### src/rtl/alu_op_server_pkg.sv
// -----------------------------------------------------------------------------
// alu_op_server_pkg
// Shared definitions for the ALU operation server: the 3-bit opcode map and
// the 2-bit FSM state encoding used by the top level.
// -----------------------------------------------------------------------------
package alu_op_server_pkg;

  // Opcode map; all eight codes are legal.
  localparam logic [2:0] OPC_ADD = 3'd0;
  localparam logic [2:0] OPC_SUB = 3'd1;
  localparam logic [2:0] OPC_AND = 3'd2;
  localparam logic [2:0] OPC_OR  = 3'd3;
  localparam logic [2:0] OPC_XOR = 3'd4;
  localparam logic [2:0] OPC_NOT = 3'd5;
  localparam logic [2:0] OPC_SHL = 3'd6;
  localparam logic [2:0] OPC_SHR = 3'd7;

  // Request/response sequencing states.
  typedef enum logic [1:0] {
    IDLE = 2'd0,
    EXEC = 2'd1,
    RESP = 2'd2
  } state_e;

endpackage : alu_op_server_pkg

### src/rtl/alu_op_core.sv
// -----------------------------------------------------------------------------
// alu_op_core
// Purely combinational ALU datapath.
// Ports:
//   a, b  [WIDTH]  operands
//   cin            carry-in / shift-in bit
//   opc   [3]      opcode (see alu_op_server_pkg)
//   w     [WIDTH]  result word
//   cout           carry-out (ADD/SUB) or shifted-out bit (SHL/SHR), else 0
//   zero           w == 0
// -----------------------------------------------------------------------------
module alu_op_core
  import alu_op_server_pkg::*;
#(
  parameter int WIDTH = 16
) (
  input  logic [WIDTH-1:0] a,
  input  logic [WIDTH-1:0] b,
  input  logic             cin,
  input  logic [2:0]       opc,
  output logic [WIDTH-1:0] w,
  output logic             cout,
  output logic             zero
);

  logic [WIDTH-1:0] b_arith_s;
  logic [WIDTH:0]   sum_s;

  // Shared adder: SUB reuses it with B inverted so cin=1 yields a - b and
  // the carry out reads as "no borrow".
  always_comb begin
    if (opc == OPC_SUB) begin
      b_arith_s = ~b;
    end else begin
      b_arith_s = b;
    end
    sum_s = {1'b0, a} + {1'b0, b_arith_s} + {{WIDTH{1'b0}}, cin};
  end

  // Result and carry selection by opcode.
  always_comb begin
    w    = {WIDTH{1'b0}};
    cout = 1'b0;
    case (opc)
      OPC_ADD, OPC_SUB: begin
        w    = sum_s[WIDTH-1:0];
        cout = sum_s[WIDTH];
      end
      OPC_AND: w = a & b;
      OPC_OR:  w = a | b;
      OPC_XOR: w = a ^ b;
      OPC_NOT: w = ~a;
      OPC_SHL: begin
        w    = {a[WIDTH-2:0], cin};
        cout = a[WIDTH-1];
      end
      OPC_SHR: begin
        w    = {cin, a[WIDTH-1:1]};
        cout = a[0];
      end
      default: begin
        w    = {WIDTH{1'b0}};
        cout = 1'b0;
      end
    endcase
  end

  assign zero = (w == {WIDTH{1'b0}});

endmodule : alu_op_core

### src/rtl/alu_op_server.sv
// -----------------------------------------------------------------------------
// alu_op_server
// Sequential responder for ALU requests. One {a, b, cin, opc} command is taken
// per req handshake, executed one cycle later, and the registered result is
// offered on the resp handshake until consumed.
// Ports:
//   clk, rst_n                 clock, synchronous active-low reset
//   req_valid / req_ready      command handshake
//   req_a, req_b [WIDTH]       operands
//   req_cin, req_opc [3]       carry/shift-in bit, opcode
//   resp_valid / resp_ready    result handshake
//   resp_w [WIDTH]             result word
//   resp_cout, resp_zero       carry/shifted-out bit, result-is-zero flag
//   op_count [16]              completed responses, saturating
// Build option:
//   ALU_OP_SERVER_COUNT_EN     builds the response counter; otherwise
//                              op_count is tied to zero.
// -----------------------------------------------------------------------------
module alu_op_server
  import alu_op_server_pkg::*;
#(
  parameter int WIDTH = 16
) (
  input  logic             clk,
  input  logic             rst_n,
  input  logic             req_valid,
  output logic             req_ready,
  input  logic [WIDTH-1:0] req_a,
  input  logic [WIDTH-1:0] req_b,
  input  logic             req_cin,
  input  logic [2:0]       req_opc,
  output logic             resp_valid,
  input  logic             resp_ready,
  output logic [WIDTH-1:0] resp_w,
  output logic             resp_cout,
  output logic             resp_zero,
  output logic [15:0]      op_count
);

  state_e           state_q, state_d;
  logic             req_ready_q, req_ready_d;
  logic             resp_valid_q, resp_valid_d;
  logic [WIDTH-1:0] a_q, a_d;
  logic [WIDTH-1:0] b_q, b_d;
  logic             cin_q, cin_d;
  logic [2:0]       opc_q, opc_d;
  logic [WIDTH-1:0] w_q, w_d;
  logic             cout_q, cout_d;
  logic             zero_q, zero_d;

  logic [WIDTH-1:0] core_w_s;
  logic             core_cout_s;
  logic             core_zero_s;

  alu_op_core #(
    .WIDTH (WIDTH)
  ) u_core (
    .a    (a_q),
    .b    (b_q),
    .cin  (cin_q),
    .opc  (opc_q),
    .w    (core_w_s),
    .cout (core_cout_s),
    .zero (core_zero_s)
  );

  // Next-state, operand capture and result capture.
  always_comb begin
    state_d = state_q;
    a_d     = a_q;
    b_d     = b_q;
    cin_d   = cin_q;
    opc_d   = opc_q;
    w_d     = w_q;
    cout_d  = cout_q;
    zero_d  = zero_q;
    case (state_q)
      IDLE: begin
        // req_ready_q gates acceptance so the first cycle after reset
        // release (ready still low) never takes a command.
        if (req_ready_q && req_valid) begin
          a_d     = req_a;
          b_d     = req_b;
          cin_d   = req_cin;
          opc_d   = req_opc;
          state_d = EXEC;
        end else begin
          state_d = IDLE;
        end
      end
      EXEC: begin
        w_d     = core_w_s;
        cout_d  = core_cout_s;
        zero_d  = core_zero_s;
        state_d = RESP;
      end
      RESP: begin
        if (resp_ready) begin
          state_d = IDLE;
        end else begin
          state_d = RESP;
        end
      end
      default: begin
        state_d = IDLE;
      end
    endcase
    // Handshake flags are registered copies of the next state, so they depend
    // on state only and carry no combinational path from any input.
    req_ready_d  = (state_d == IDLE);
    resp_valid_d = (state_d == RESP);
  end

  // State, operand and result registers with synchronous reset.
  always_ff @(posedge clk) begin
    if (!rst_n) begin
      state_q      <= IDLE;
      req_ready_q  <= 1'b0;
      resp_valid_q <= 1'b0;
      a_q          <= {WIDTH{1'b0}};
      b_q          <= {WIDTH{1'b0}};
      cin_q        <= 1'b0;
      opc_q        <= 3'd0;
      w_q          <= {WIDTH{1'b0}};
      cout_q       <= 1'b0;
      zero_q       <= 1'b0;
    end else begin
      state_q      <= state_d;
      req_ready_q  <= req_ready_d;
      resp_valid_q <= resp_valid_d;
      a_q          <= a_d;
      b_q          <= b_d;
      cin_q        <= cin_d;
      opc_q        <= opc_d;
      w_q          <= w_d;
      cout_q       <= cout_d;
      zero_q       <= zero_d;
    end
  end

  assign req_ready  = req_ready_q;
  assign resp_valid = resp_valid_q;
  assign resp_w     = w_q;
  assign resp_cout  = cout_q;
  assign resp_zero  = zero_q;

`ifdef ALU_OP_SERVER_COUNT_EN
  logic [15:0] count_q, count_d;

  // Saturating count of response handshakes.
  always_comb begin
    if ((state_q == RESP) && resp_ready && (count_q != 16'hFFFF)) begin
      count_d = count_q + 16'd1;
    end else begin
      count_d = count_q;
    end
  end

  // Counter register, cleared only by reset.
  always_ff @(posedge clk) begin
    if (!rst_n) begin
      count_q <= 16'd0;
    end else begin
      count_q <= count_d;
    end
  end

  assign op_count = count_q;
`else
  assign op_count = 16'd0;
`endif

endmodule : alu_op_server

### config.mk
export PLATFORM = sky130hd
export DESIGN_NAME = alu_op_server
export DESIGN_NICKNAME = d
export VERILOG_FILES = /design/src/rtl/alu_op_server_pkg.sv /design/src/rtl/alu_op_core.sv /design/src/rtl/alu_op_server.sv
export SDC_FILE = /design/constraint.sdc
export NUM_CORES = 1
export LEC_CHECK = 0
export ABC_AREA = 1
export BUFFER_PORTS_ARGS = -buffer_cell sky130_fd_sc_hd__buf_4
export CORE_ASPECT_RATIO = 1.5
export CORE_MARGIN = 10
export CORE_UTILIZATION = 53
export DETAILED_ROUTE_END_ITERATION = 8
export PLACE_DENSITY = 0.82
export SYNTH_ARGS = -nofsm -noshare
export SYNTH_HDL_FRONTEND = slang
export SYNTH_HIERARCHICAL = 1
export SYNTH_SLANG_ARGS = --single-unit
### constraint.sdc
create_clock -name clk -period 2.7 [get_ports clk]
set_input_delay 0.405 -clock clk [delete_from_list [all_inputs] [get_ports clk]]
set_output_delay 0.405 -clock clk [all_outputs]
set_load 0.01 [all_outputs]
Word-level counts from Yosys, hierarchy flattened. Cells that the tools add are included.

Register bits: 58. Latch bits: 0. Bits in writable memories: 0. Memory bits (read-only): 0. Input bits: 40. Output and inout bits: 36. Memories: 0.

Add/subtract/negate cells: 2. $mul: 0. Div/mod/pow operators: 0. Magnitude comparators: 0. Equality and inequality tests: 10. Shift-type cells: 0. Muxes and demuxes: 6. Bitwise gates (word level): 5. Reduce and logical (&&, ||, !) cells: 7.

Operators with widths (number): $pmux W16 S7 (1); $not A16 Y16 (2); $add A16 B16 Y17 (1); $add A17 B1 Y17 (1); $and A16 B16 Y16 (1); $logic_not A16 Y1 (1); $mux W16 (1); $or A16 B16 Y16 (1); $xor A16 B16 Y16 (1); $eq A3 B3 Y1 const B (4); $eq A3 B2 Y1 const B (2); $pmux W2 S3 (1); $eq A2 B2 Y1 const B (2); $logic_not A2 Y1 (2); $eq A3 B1 Y1 const B (1); $logic_not A3 Y1 (1); $pmux W1 S3 (1); $eq A2 B1 Y1 const B (1); $mux W2 (1); $reduce_and A2 Y1 (1); $reduce_or A2 Y1 (1); $logic_and A1 B1 Y1 (1); $mux W1 (1).

Logic depth before layout (Yosys ltp). Gate-level depths: netlist of the first run.

Word-level depth: 6. Mapped depth: 20.

Modules after synthesis. Netlist of the first run, hierarchy kept.

Modules (own cells, without submodules): alu_op_core (instances 1, cells each 491, area an instance 2648.8 um^2, seq. area each 0.0 um^2); alu_op_server (instances 1, cells each 277, area an instance 2244.7 um^2, seq. area each 1161.1 um^2).

Worst setup path after synthesis of the first run. No wires, ideal clock.

Path kind: register -> register. Start: register opc_q[0]. End: register zero_q, in the netlist resp_zero. Library setup time: 0.116 ns. Arrival: 2.814 ns. Data required time: 2.584 ns. Setup slack: -0.229 ns. Cell stages (with the launch flop): 21. Cell sequence: dfxtp_1 -> inv_2 -> nor2_4 -> nand2_1 -> xor2_1 -> fa_1 -> fa_1 -> nand2_1 -> nand3_1 -> nand3_1 -> nand2_1 -> nand2_1 -> nand2_1 -> nand2_1 -> nand3_1 -> nand2_1 -> nor2_1 -> nand3_1 -> nor2_1 -> o21ai_0 -> nor2_1.

Longest elaborated chain between the ends: 6. Elaborated cells between the ends (all ways): 14. Those cells by class: 2 x add/sub; 7 x eq/ne; 2 x mux; 3 x reduce/logical.

RTL lines: from (decl) (RTL line alu_op_server.sv:46) `logic [2:0] opc_q, opc_d;`; from (signal assigned) (RTL line alu_op_server.sv:134) `opc_q <= opc_d;`; $eq A3 B1 Y1 (RTL line alu_op_core.sv:32, alu_op_core.sv:44); $mux W16 (RTL line alu_op_core.sv:32) `if (opc == OPC_SUB) begin`; $add A16 B16 Y17 (RTL line alu_op_core.sv:37) `sum_s = {1'b0, a} + {1'b0, b_arith_s} + {{WIDTH{1'b0}}, cin};`; $add A17 B1 Y17 (RTL line alu_op_core.sv:37); $pmux W16 S7 (*) (RTL line alu_op_core.sv:44) `case (opc)`; named net core_w_s[14] (RTL line alu_op_server.sv:51) `logic [WIDTH-1:0] core_w_s;`; $logic_not A16 Y1 (*) (RTL line alu_op_core.sv:68) `assign zero = (w == {WIDTH{1'b0}});`; named net core_zero_s (RTL line alu_op_server.sv:53) `logic core_zero_s;`; to (signal assigned) (RTL line alu_op_server.sv:137) `zero_q <= zero_d;`; to (decl) (RTL line alu_op_server.sv:49) `logic zero_q, zero_d;`.

The timed path passes the listed nets; every way through them passes the cells marked *. A chain may end at the register's enable or synchronous reset.

Final worst setup path of the first run. Ends and elaborated chain as after synthesis.

==> results of run 1 <==
[registers in the layout, summed over array words and instances, names as in the netlist]
name,flops
a_q,16
b_q,16
resp_w,16
opc_q,3
state_q,2
cin_q,1
req_ready,1
resp_cout,1
resp_valid,1
resp_zero,1
[metrics by stage]
stage               setup slack (ns)  utilization [%]  total power, mW  area, um^2  setup TNS (ns)
floorplan                    0.04613                -            1.398        4964               0
global placement             0.04674            60.31            1.557        5388               0
detailed placement           0.02273            60.31            1.572        5388               0
CTS                        0.0006453            63.89            2.805        5708               0
global route                 -0.2455            65.18            2.947        5823         -0.4947
finish                      -0.02184            65.18            2.814        5823        -0.02184
[layout make-up]
cell class / count / area [um^2] / area share (%)
Multi-Input combinational cell: 574 / 3202 / 54.98
Sequential cell: 58 / 1162 / 19.96
Timing Repair Buffer: 81 / 611.8 / 10.51
Inverter: 103 / 389.1 / 6.682
Clock buffer: 11 / 242.7 / 4.168
Tap cell: 110 / 137.6 / 2.364
Clock inverter: 5 / 77.57 / 1.332
[worst max path at each step]
| stage | from | endpoint | slack [ns] | cells after the start |
|---|---|---|---|---|
| 6_report | opc_q[0] | resp_zero | -0.02 | 20 |
| 5_1_grt | opc_q[0] | resp_zero | -0.25 | 19 |
| 4_1_cts | opc_q[0] | resp_zero | 0.0006 | 17 |
| 3_5_place_dp | opc_q[0] | resp_zero | 0.02 | 19 |
| 3_3_place_gp | opc_q[0] | resp_zero | 0.05 | 17 |
| 2_1_floorplan | opc_q[0] | resp_zero | 0.05 | 20 |
[synth_stat cells]
library cell | number | share of area [%]
o21ai_0 | 27 | 2.8
buf_1 | 4 | 0.31
xnor2_1 | 1 | 0.18
and2_1 | 1 | 0.13
or2_2 | 2 | 0.26
nand4_1 | 45 | 5.8
buf_2 | 11 | 1.1
nand2_1 | 180 | 14
fa_1 | 2 | 0.82
nor2_2 | 1 | 0.13
nor2_1 | 95 | 7.3
o22ai_1 | 1 | 0.13
o21ai_1 | 3 | 0.31
nand3_1 | 87 | 8.9
conb_1 | 1 | 0.077
inv_1 | 95 | 7.3
nand2_4 | 1 | 0.23
dfxtp_1 | 58 | 24
xor2_1 | 18 | 3.2
clkbuf_1 | 9 | 0.69
nor2_4 | 3 | 0.69
nor3_1 | 1 | 0.10
a22oi_1 | 7 | 1.1
buf_4 | 20 | 3.1
clkinv_1 | 1 | 0.077
inv_4 | 1 | 0.13
a21oi_1 | 30 | 3.1
ha_1 | 49 | 13
inv_2 | 6 | 0.46
buf_6 | 4 | 0.92
nand3_2 | 3 | 0.61
o21a_1 | 1 | 0.15
[worst max-delay path, delay by kind of cell, from the launching register on]
family / cells / cell delay [ns]
AOI/OAI and AO/OA: 1 / 0.11
xor gates and xnor gates: 1 / 0.15
buffers and inverters: 1 / 0.05
and+or+nand+nor: 15 / 1.13
adders and majority gates: 2 / 0.84
DFF: 1 / 0.33
[per-layer routing]
metal | up-vias | GRT usage (%)
met3 | 29 | 4.865
met1 | 2296 | 22.81
met5 | - | 0
li1 | 2568 | -
met2 | 168 | 34.19
met4 | 0 | 7.987
[cell families (layout without fill, tap and decap cells)]
group,after synthesis,count (layout)
fa+ha+maj,51,51
xor+xnor,19,19
compound gates,69,69
flops,58,58
simple gates,419,419
buf+inv,151,200
other cells,1,16
[report_power, final]
part / internal, mW / switching, mW
combinational: 0.248 / 0.387
sequential: 0.905 / 0.0473
clock: 0.829 / 0.399
total: 1.98 / 0.833
[timing repair]
| action | 4_1_cts | 5_1_grt |
|---|---|---|
| buffers inserted | 0 | 3 |
| resized for setup | 0 | 24 |
| endpoints found under the setup margin | 0 | 4 |
| hold endpoints to repair | 0 | 0 |
| hold buffers | 0 | 0 |
==> run_summary.xml, run 1 <==
<?xml version="1.0" encoding="UTF-8"?>
<metrics>
  <group name="layout">
    <metric name="most_frequent_standard_cell_in_the_layout_excluding_fill_and_tap_cells" unit="">nand2_1</metric>
    <metric name="most-common-layout-cells" unit="">nand2_1, inv_1, nor2_1</metric>
    <metric name="instances_no_fill" unit="">942</metric>
    <metric name="finish.net_count" unit="">918</metric>
    <metric name="area_growth_syn_to_layout" unit="%">19.00</metric>
    <metric name="fillCellCount" unit="">861</metric>
    <metric name="antenna_cells_inserted" unit="">0</metric>
    <metric name="share_of_post_route_cells_with_drive_strength_above_1" unit="%">16.71</metric>
  </group>
  <group name="critical_path">
    <metric name="start_kind" unit="">flip-flop</metric>
    <metric name="ff_to_ff_start" unit="">opc_q[0]</metric>
    <metric name="critical-path-top-cell-by-count" unit="">nand2_2</metric>
    <metric name="timing.rr.end" unit="">resp_zero</metric>
    <metric name="worst_r2r_path_depth" unit="">20</metric>
    <metric name="cp_slowest_stage_delay" unit="ns">0.44</metric>
    <metric name="critPathCaptureType" unit="">flip-flop</metric>
    <metric name="timing.critical_path.cells" unit="">inv_2 -&gt; nor2_4 -&gt; nand2_4 -&gt; xor2_2 -&gt; fa_2 -&gt; fa_2 -&gt; nand2_2 -&gt; nand3_2 -&gt; nand3_2 -&gt; nand2_2 -&gt; nand2_2 -&gt; nand2_1 -&gt; nand2_1 -&gt; nand3_2 -&gt; nand2_2 -&gt; nor2_1 -&gt; nand3_1 -&gt; nor2_1 -&gt; o21ai_1 -&gt; nor2_1</metric>
    <metric name="crit_path_max_fo" unit="">3</metric>
    <metric name="crit_path_top_delay_cell" unit="">fa_2</metric>
    <metric name="setup.reg_to_reg.worst_slack" unit="ns">-0.02</metric>
    <metric name="worstSetupPathType" unit="">flip-flop to flip-flop</metric>
    <metric name="cp.arrival" unit="ns">2.94</metric>
    <metric name="crit_required" unit="ns">2.92</metric>
  </group>
  <group name="route">
    <metric name="met1Wirelength" unit="um">5748</metric>
    <metric name="wl_per_cell" unit="um">14.50</metric>
    <metric name="drt.antenna.violating_nets" unit="">0</metric>
    <metric name="detailed_route_iter0_violations" unit="">244</metric>
    <metric name="post_drt_via_cell_ratio" unit="">5.373</metric>
    <metric name="num_vias" unit="">5061</metric>
    <metric name="met3RoutedLength" unit="um">867</metric>
    <metric name="routed-wl-met2" unit="um">6702</metric>
    <metric name="drt-total-wl" unit="um">13660</metric>
    <metric name="uppermost_metal_layer_occupied_by_signal_nets" unit="">met4</metric>
    <metric name="detail_route.first_pass.iterations" unit="">5</metric>
    <metric name="drc" unit="">0</metric>
  </group>
  <group name="grt">
    <metric name="maximum_number_of_pins_on_one_net_before_global_route_repair" unit="">93</metric>
    <metric name="via_count_of_the_first_global_routing_pass" unit="">4767</metric>
    <metric name="grt_first_pass_wirelength" unit="um">22430</metric>
    <metric name="grt_overflow" unit="">0</metric>
    <metric name="antenna_found_initial" unit="">0</metric>
    <metric name="track_usage" unit="%">19.78</metric>
  </group>
  <group name="worst_hold_path">
    <metric name="tightest_hold_check_type" unit="">input pin to flip-flop</metric>
    <metric name="worst_hold_path.endpoint" unit="">a_q[4]</metric>
    <metric name="holdCritStartpoint" unit="">req_a[4]</metric>
    <metric name="timing.hold.worst_path_depth" unit="">3</metric>
  </group>
  <group name="placement">
    <metric name="place.gp.congestion" unit="">0.9386</metric>
    <metric name="place_hpwl" unit="um">10500</metric>
    <metric name="io_buffers" unit="">59</metric>
    <metric name="placed_cell_count" unit="">923</metric>
  </group>
  <group name="timing">
    <metric name="worst_clock_skew" unit="ns">0.008367</metric>
    <metric name="finalCritPeriodShare" unit="%">100.8</metric>
    <metric name="timing.hold.ws" unit="ns">0.3184</metric>
    <metric name="setup_violations" unit="">1</metric>
    <metric name="final_max_slew_viol_count" unit="">0</metric>
    <metric name="rsz0062_at_grt" unit="">true</metric>
    <metric name="period_needed" unit="ns">2.722</metric>
    <metric name="worst_slew_margin_rel" unit="%">45.65</metric>
    <metric name="final_critical_path_setup_slack" unit="ns">-0.02184</metric>
    <metric name="report.final.hold_viol_count" unit="">0</metric>
    <metric name="worst_slew_pin_slew" unit="ns">0.8153</metric>
    <metric name="clock.fmax" unit="MHz">367.4</metric>
  </group>
  <group name="cts">
    <metric name="cts_htree_levels" unit="">3</metric>
    <metric name="clock_tree.buffer_depth" unit="">2</metric>
    <metric name="clock_tree.root_cell" unit="">clkbuf_16</metric>
    <metric name="cts.clk_slew.worst_paths" unit="ns">0.06</metric>
    <metric name="tritoncts_num_sinks" unit="">58</metric>
    <metric name="clock_tree_from_tritoncts" unit="">done</metric>
    <metric name="clkLatencyLatePin" unit="ns">0.33</metric>
    <metric name="num_cts_buffers" unit="">9</metric>
  </group>
  <group name="logic_synthesis">
    <metric name="largest_family_of_logic_cells_by_synthesized_area" unit="">simple AND/OR/NAND/NOR gates</metric>
    <metric name="synth_xor_area_share" unit="%">3.401</metric>
    <metric name="synth_simple_gate_area_share" unit="%">37.89</metric>
    <metric name="netlist_area" unit="um^2">4893</metric>
    <metric name="synth_mux_area_share" unit="%">0</metric>
    <metric name="share_of_the_synthesized_area_in_compound_gates_ao_oa_aoi_oai" unit="%">7.492</metric>
    <metric name="synth-warning-count" unit="">6</metric>
    <metric name="post_synth_inst_count" unit="">768</metric>
    <metric name="seq_area_frac_synth" unit="%">23.73</metric>
    <metric name="synth-adder-area-share" unit="%">13.35</metric>
    <metric name="synth.lib_cells_used.distinct" unit="">32</metric>
    <metric name="ys_seq_elements" unit="">58</metric>
    <metric name="synth.avg_cell_area" unit="um^2">6.372</metric>
  </group>
  <group name="power_and_ir_drop">
    <metric name="irDropWorstVdd" unit="V">0.0003594</metric>
    <metric name="power-per-cell-area" unit="nW/um^2">483.3</metric>
    <metric name="total_leakage_power" unit="nW">3.032</metric>
  </group>
  <group name="die">
    <metric name="initial_core_utilization" unit="%">54.78</metric>
    <metric name="die_width" unit="um">98.46</metric>
    <metric name="fp.dieH" unit="um">137.7</metric>
    <metric name="die_area" unit="um^2">13560</metric>
    <metric name="placeableCoreArea" unit="um^2">8934</metric>
    <metric name="top_level_ports" unit="">76</metric>
    <metric name="row_count" unit="">42</metric>
  </group>
  <group name="outcome">
    <metric name="status" unit="">finished with violations</metric>
    <metric name="violated_checks" unit="">negative setup slack</metric>
  </group>
  <group name="flow_run">
    <metric name="maxCapViolations" unit="">0</metric>
  </group>
</metrics>
Power figures use the tool's default switching activity.
==> run 2, diff against run 1 <==
Settings changed: PLACE_DENSITY 0.82 to 0.78.
==> run_summary.xml, run 2 (synthesized netlist as in run 1, its figures left out) <==
<?xml version="1.0" encoding="UTF-8"?>
<metrics>
  <group name="cts">
    <metric name="clock_tree.root_cell" unit="">clkbuf_16</metric>
    <metric name="cts.clk_slew.worst_paths" unit="ns">0.05</metric>
    <metric name="hold_buffers_post_cts" unit="">0</metric>
    <metric name="clock_tree.buffer_depth" unit="">2</metric>
    <metric name="clkLatencyLatePin" unit="ns">0.33</metric>
    <metric name="clock_tree_from_tritoncts" unit="">done</metric>
    <metric name="tritoncts_num_sinks" unit="">58</metric>
    <metric name="num_cts_buffers" unit="">9</metric>
    <metric name="cts_htree_levels" unit="">3</metric>
  </group>
  <group name="critical_path">
    <metric name="cp_slowest_stage_delay" unit="ns">0.41</metric>
    <metric name="start_kind" unit="">flip-flop</metric>
    <metric name="worstSetupPathType" unit="">flip-flop to flip-flop</metric>
    <metric name="critPathCaptureType" unit="">flip-flop</metric>
    <metric name="crit_path_top_delay_cell" unit="">fa_2</metric>
    <metric name="crit_required" unit="ns">2.97</metric>
    <metric name="timing.critical_path.cells" unit="">inv_2 -&gt; nor2_4 -&gt; nand2_4 -&gt; xor2_2 -&gt; fa_2 -&gt; fa_2 -&gt; nand2_2 -&gt; nand3_2 -&gt; nand3_4 -&gt; nand2_4 -&gt; nand2_2 -&gt; nand3_2 -&gt; nand3_2 -&gt; nand2_2 -&gt; nor2_2 -&gt; nand3_1 -&gt; nor2_1 -&gt; o21ai_1 -&gt; nor2_1</metric>
    <metric name="crit_path_max_fo" unit="">3</metric>
    <metric name="cp.arrival" unit="ns">2.99</metric>
    <metric name="setup.reg_to_reg.worst_slack" unit="ns">-0.02</metric>
  </group>
  <group name="power_and_ir_drop">
    <metric name="total_leakage_power" unit="nW">3.039</metric>
    <metric name="power-per-cell-area" unit="nW/um^2">449.3</metric>
    <metric name="irDropWorstVdd" unit="V">0.0003562</metric>
  </group>
  <group name="timing">
    <metric name="final_critical_path_setup_slack" unit="ns">-0.01894</metric>
    <metric name="setup_violations" unit="">1</metric>
    <metric name="worst_clock_skew" unit="ns">0.007883</metric>
    <metric name="final_max_slew_viol_count" unit="">0</metric>
    <metric name="finalCritPeriodShare" unit="%">100.7</metric>
    <metric name="final.setup.tns" unit="ns">-0.01894</metric>
    <metric name="report.final.hold_viol_count" unit="">0</metric>
    <metric name="worst_slew_pin_slew" unit="ns">0.8235</metric>
    <metric name="clock.fmax" unit="MHz">367.8</metric>
    <metric name="rsz0062_at_grt" unit="">true</metric>
    <metric name="worst_slew_margin_rel" unit="%">45.10</metric>
    <metric name="period_needed" unit="ns">2.719</metric>
    <metric name="timing.hold.ws" unit="ns">0.3186</metric>
  </group>
  <group name="die">
    <metric name="die_area" unit="um^2">13560</metric>
    <metric name="die_width" unit="um">98.46</metric>
    <metric name="placeableCoreArea" unit="um^2">8934</metric>
    <metric name="fp.dieH" unit="um">137.7</metric>
    <metric name="top_level_ports" unit="">76</metric>
    <metric name="initial_core_utilization" unit="%">54.78</metric>
    <metric name="row_count" unit="">42</metric>
  </group>
  <group name="layout">
    <metric name="antenna_cells_inserted" unit="">0</metric>
    <metric name="most_frequent_standard_cell_in_the_layout_excluding_fill_and_tap_cells" unit="">nand2_1</metric>
    <metric name="layout.core_utilization" unit="%">64.62</metric>
    <metric name="most-common-layout-cells" unit="">nand2_1, inv_1, nor2_1</metric>
    <metric name="finish.net_count" unit="">918</metric>
    <metric name="share_of_post_route_cells_with_drive_strength_above_1" unit="%">16.14</metric>
    <metric name="area_growth_syn_to_layout" unit="%">17.98</metric>
  </group>
  <group name="placement">
    <metric name="place.gp.congestion" unit="">0.9359</metric>
    <metric name="io_buffers" unit="">59</metric>
    <metric name="pre_cts_slack" unit="ns">0.02767</metric>
    <metric name="place_hpwl" unit="um">10690</metric>
  </group>
  <group name="route">
    <metric name="detail_route.first_pass.iterations" unit="">5</metric>
    <metric name="detailed_route_iter0_violations" unit="">242</metric>
    <metric name="drt.antenna.violating_nets" unit="">0</metric>
    <metric name="drt-total-wl" unit="um">13660</metric>
    <metric name="post_drt_via_cell_ratio" unit="">5.347</metric>
    <metric name="wl_per_cell" unit="um">14.53</metric>
    <metric name="drc" unit="">0</metric>
    <metric name="num_vias" unit="">5026</metric>
  </group>
  <group name="flow_run">
    <metric name="maxCapViolations" unit="">0</metric>
  </group>
  <group name="outcome">
    <metric name="violated_checks" unit="">negative setup slack</metric>
    <metric name="status" unit="">finished with violations</metric>
  </group>
  <group name="grt">
    <metric name="antenna_found_initial" unit="">0</metric>
    <metric name="track_usage" unit="%">19.65</metric>
    <metric name="via_count_of_the_first_global_routing_pass" unit="">4878</metric>
    <metric name="grt_overflow" unit="">0</metric>
    <metric name="grt_first_pass_wirelength" unit="um">22100</metric>
    <metric name="maximum_number_of_pins_on_one_net_before_global_route_repair" unit="">93</metric>
  </group>
  <group name="worst_hold_path">
    <metric name="tightest_hold_check_type" unit="">input pin to flip-flop</metric>
  </group>
</metrics>
-- run 2: final timing paths --
path,depth (start not counted),end,from
setup / recovery,19,resp_zero,opc_q[0]
hold reg to reg,2,resp_zero,resp_zero
hold / removal,3,a_q[8],req_a[8]
setup reg to reg,19,resp_zero,opc_q[0]
-- run 2: per-layer routing --
layer	global-route usage [%]	share of wire, %
met3	4.564	5.9
met5	0	0
met1	21.59	43
met4	10.06	3.2
met2	34.51	48
-- run 2: critical path: cells and delay by family, from the launching register on --
family	cells	cell delay (ns)
AND/OR/NAND/NOR	14	1.24
adder cells (fa/ha/maj)	2	0.81
flip-flops	1	0.33
XOR/XNOR	1	0.15
AO/OA/AOI/OAI	1	0.06
buffers and inverters	1	0.05
-- run 2: repair_timing --
action	CTS	global route
setup endpoints to repair	0	4
buffers inserted	0	2
resized for setup	0	22
-- run 2: report_power, final --
group	internal, mW	leakage [nW]	total [mW]	switching [mW]
clock network	0.626	0.134	1.00	0.377
logic	0.250	2.43	0.637	0.387
registers	0.905	0.473	0.953	0.0478
-- run 2: area by class of cell --
cell class | instances | area (um^2)
tap | 110 | 137.6
clock buffer | 10 | 239.0
sequential | 58 | 1162
timing repair buffer | 81 | 620.6
multi-input combinational | 574 | 3204
inverter | 103 | 389.1
fill | 865 | 3161
clock inverter | 4 | 20.02
-- run 2: per-stage QoR --
step | std cells | instance area [um^2] | power [mW]
2_1_floorplan | 783 | 4964 | 1.398
3_3_place_gp | 924 | 5408 | 1.562
3_5_place_dp | 924 | 5408 | 1.580
4_1_cts | 938 | 5667 | 2.592
5_1_grt | 940 | 5773 | 2.735
6_report | 940 | 5773 | 2.594
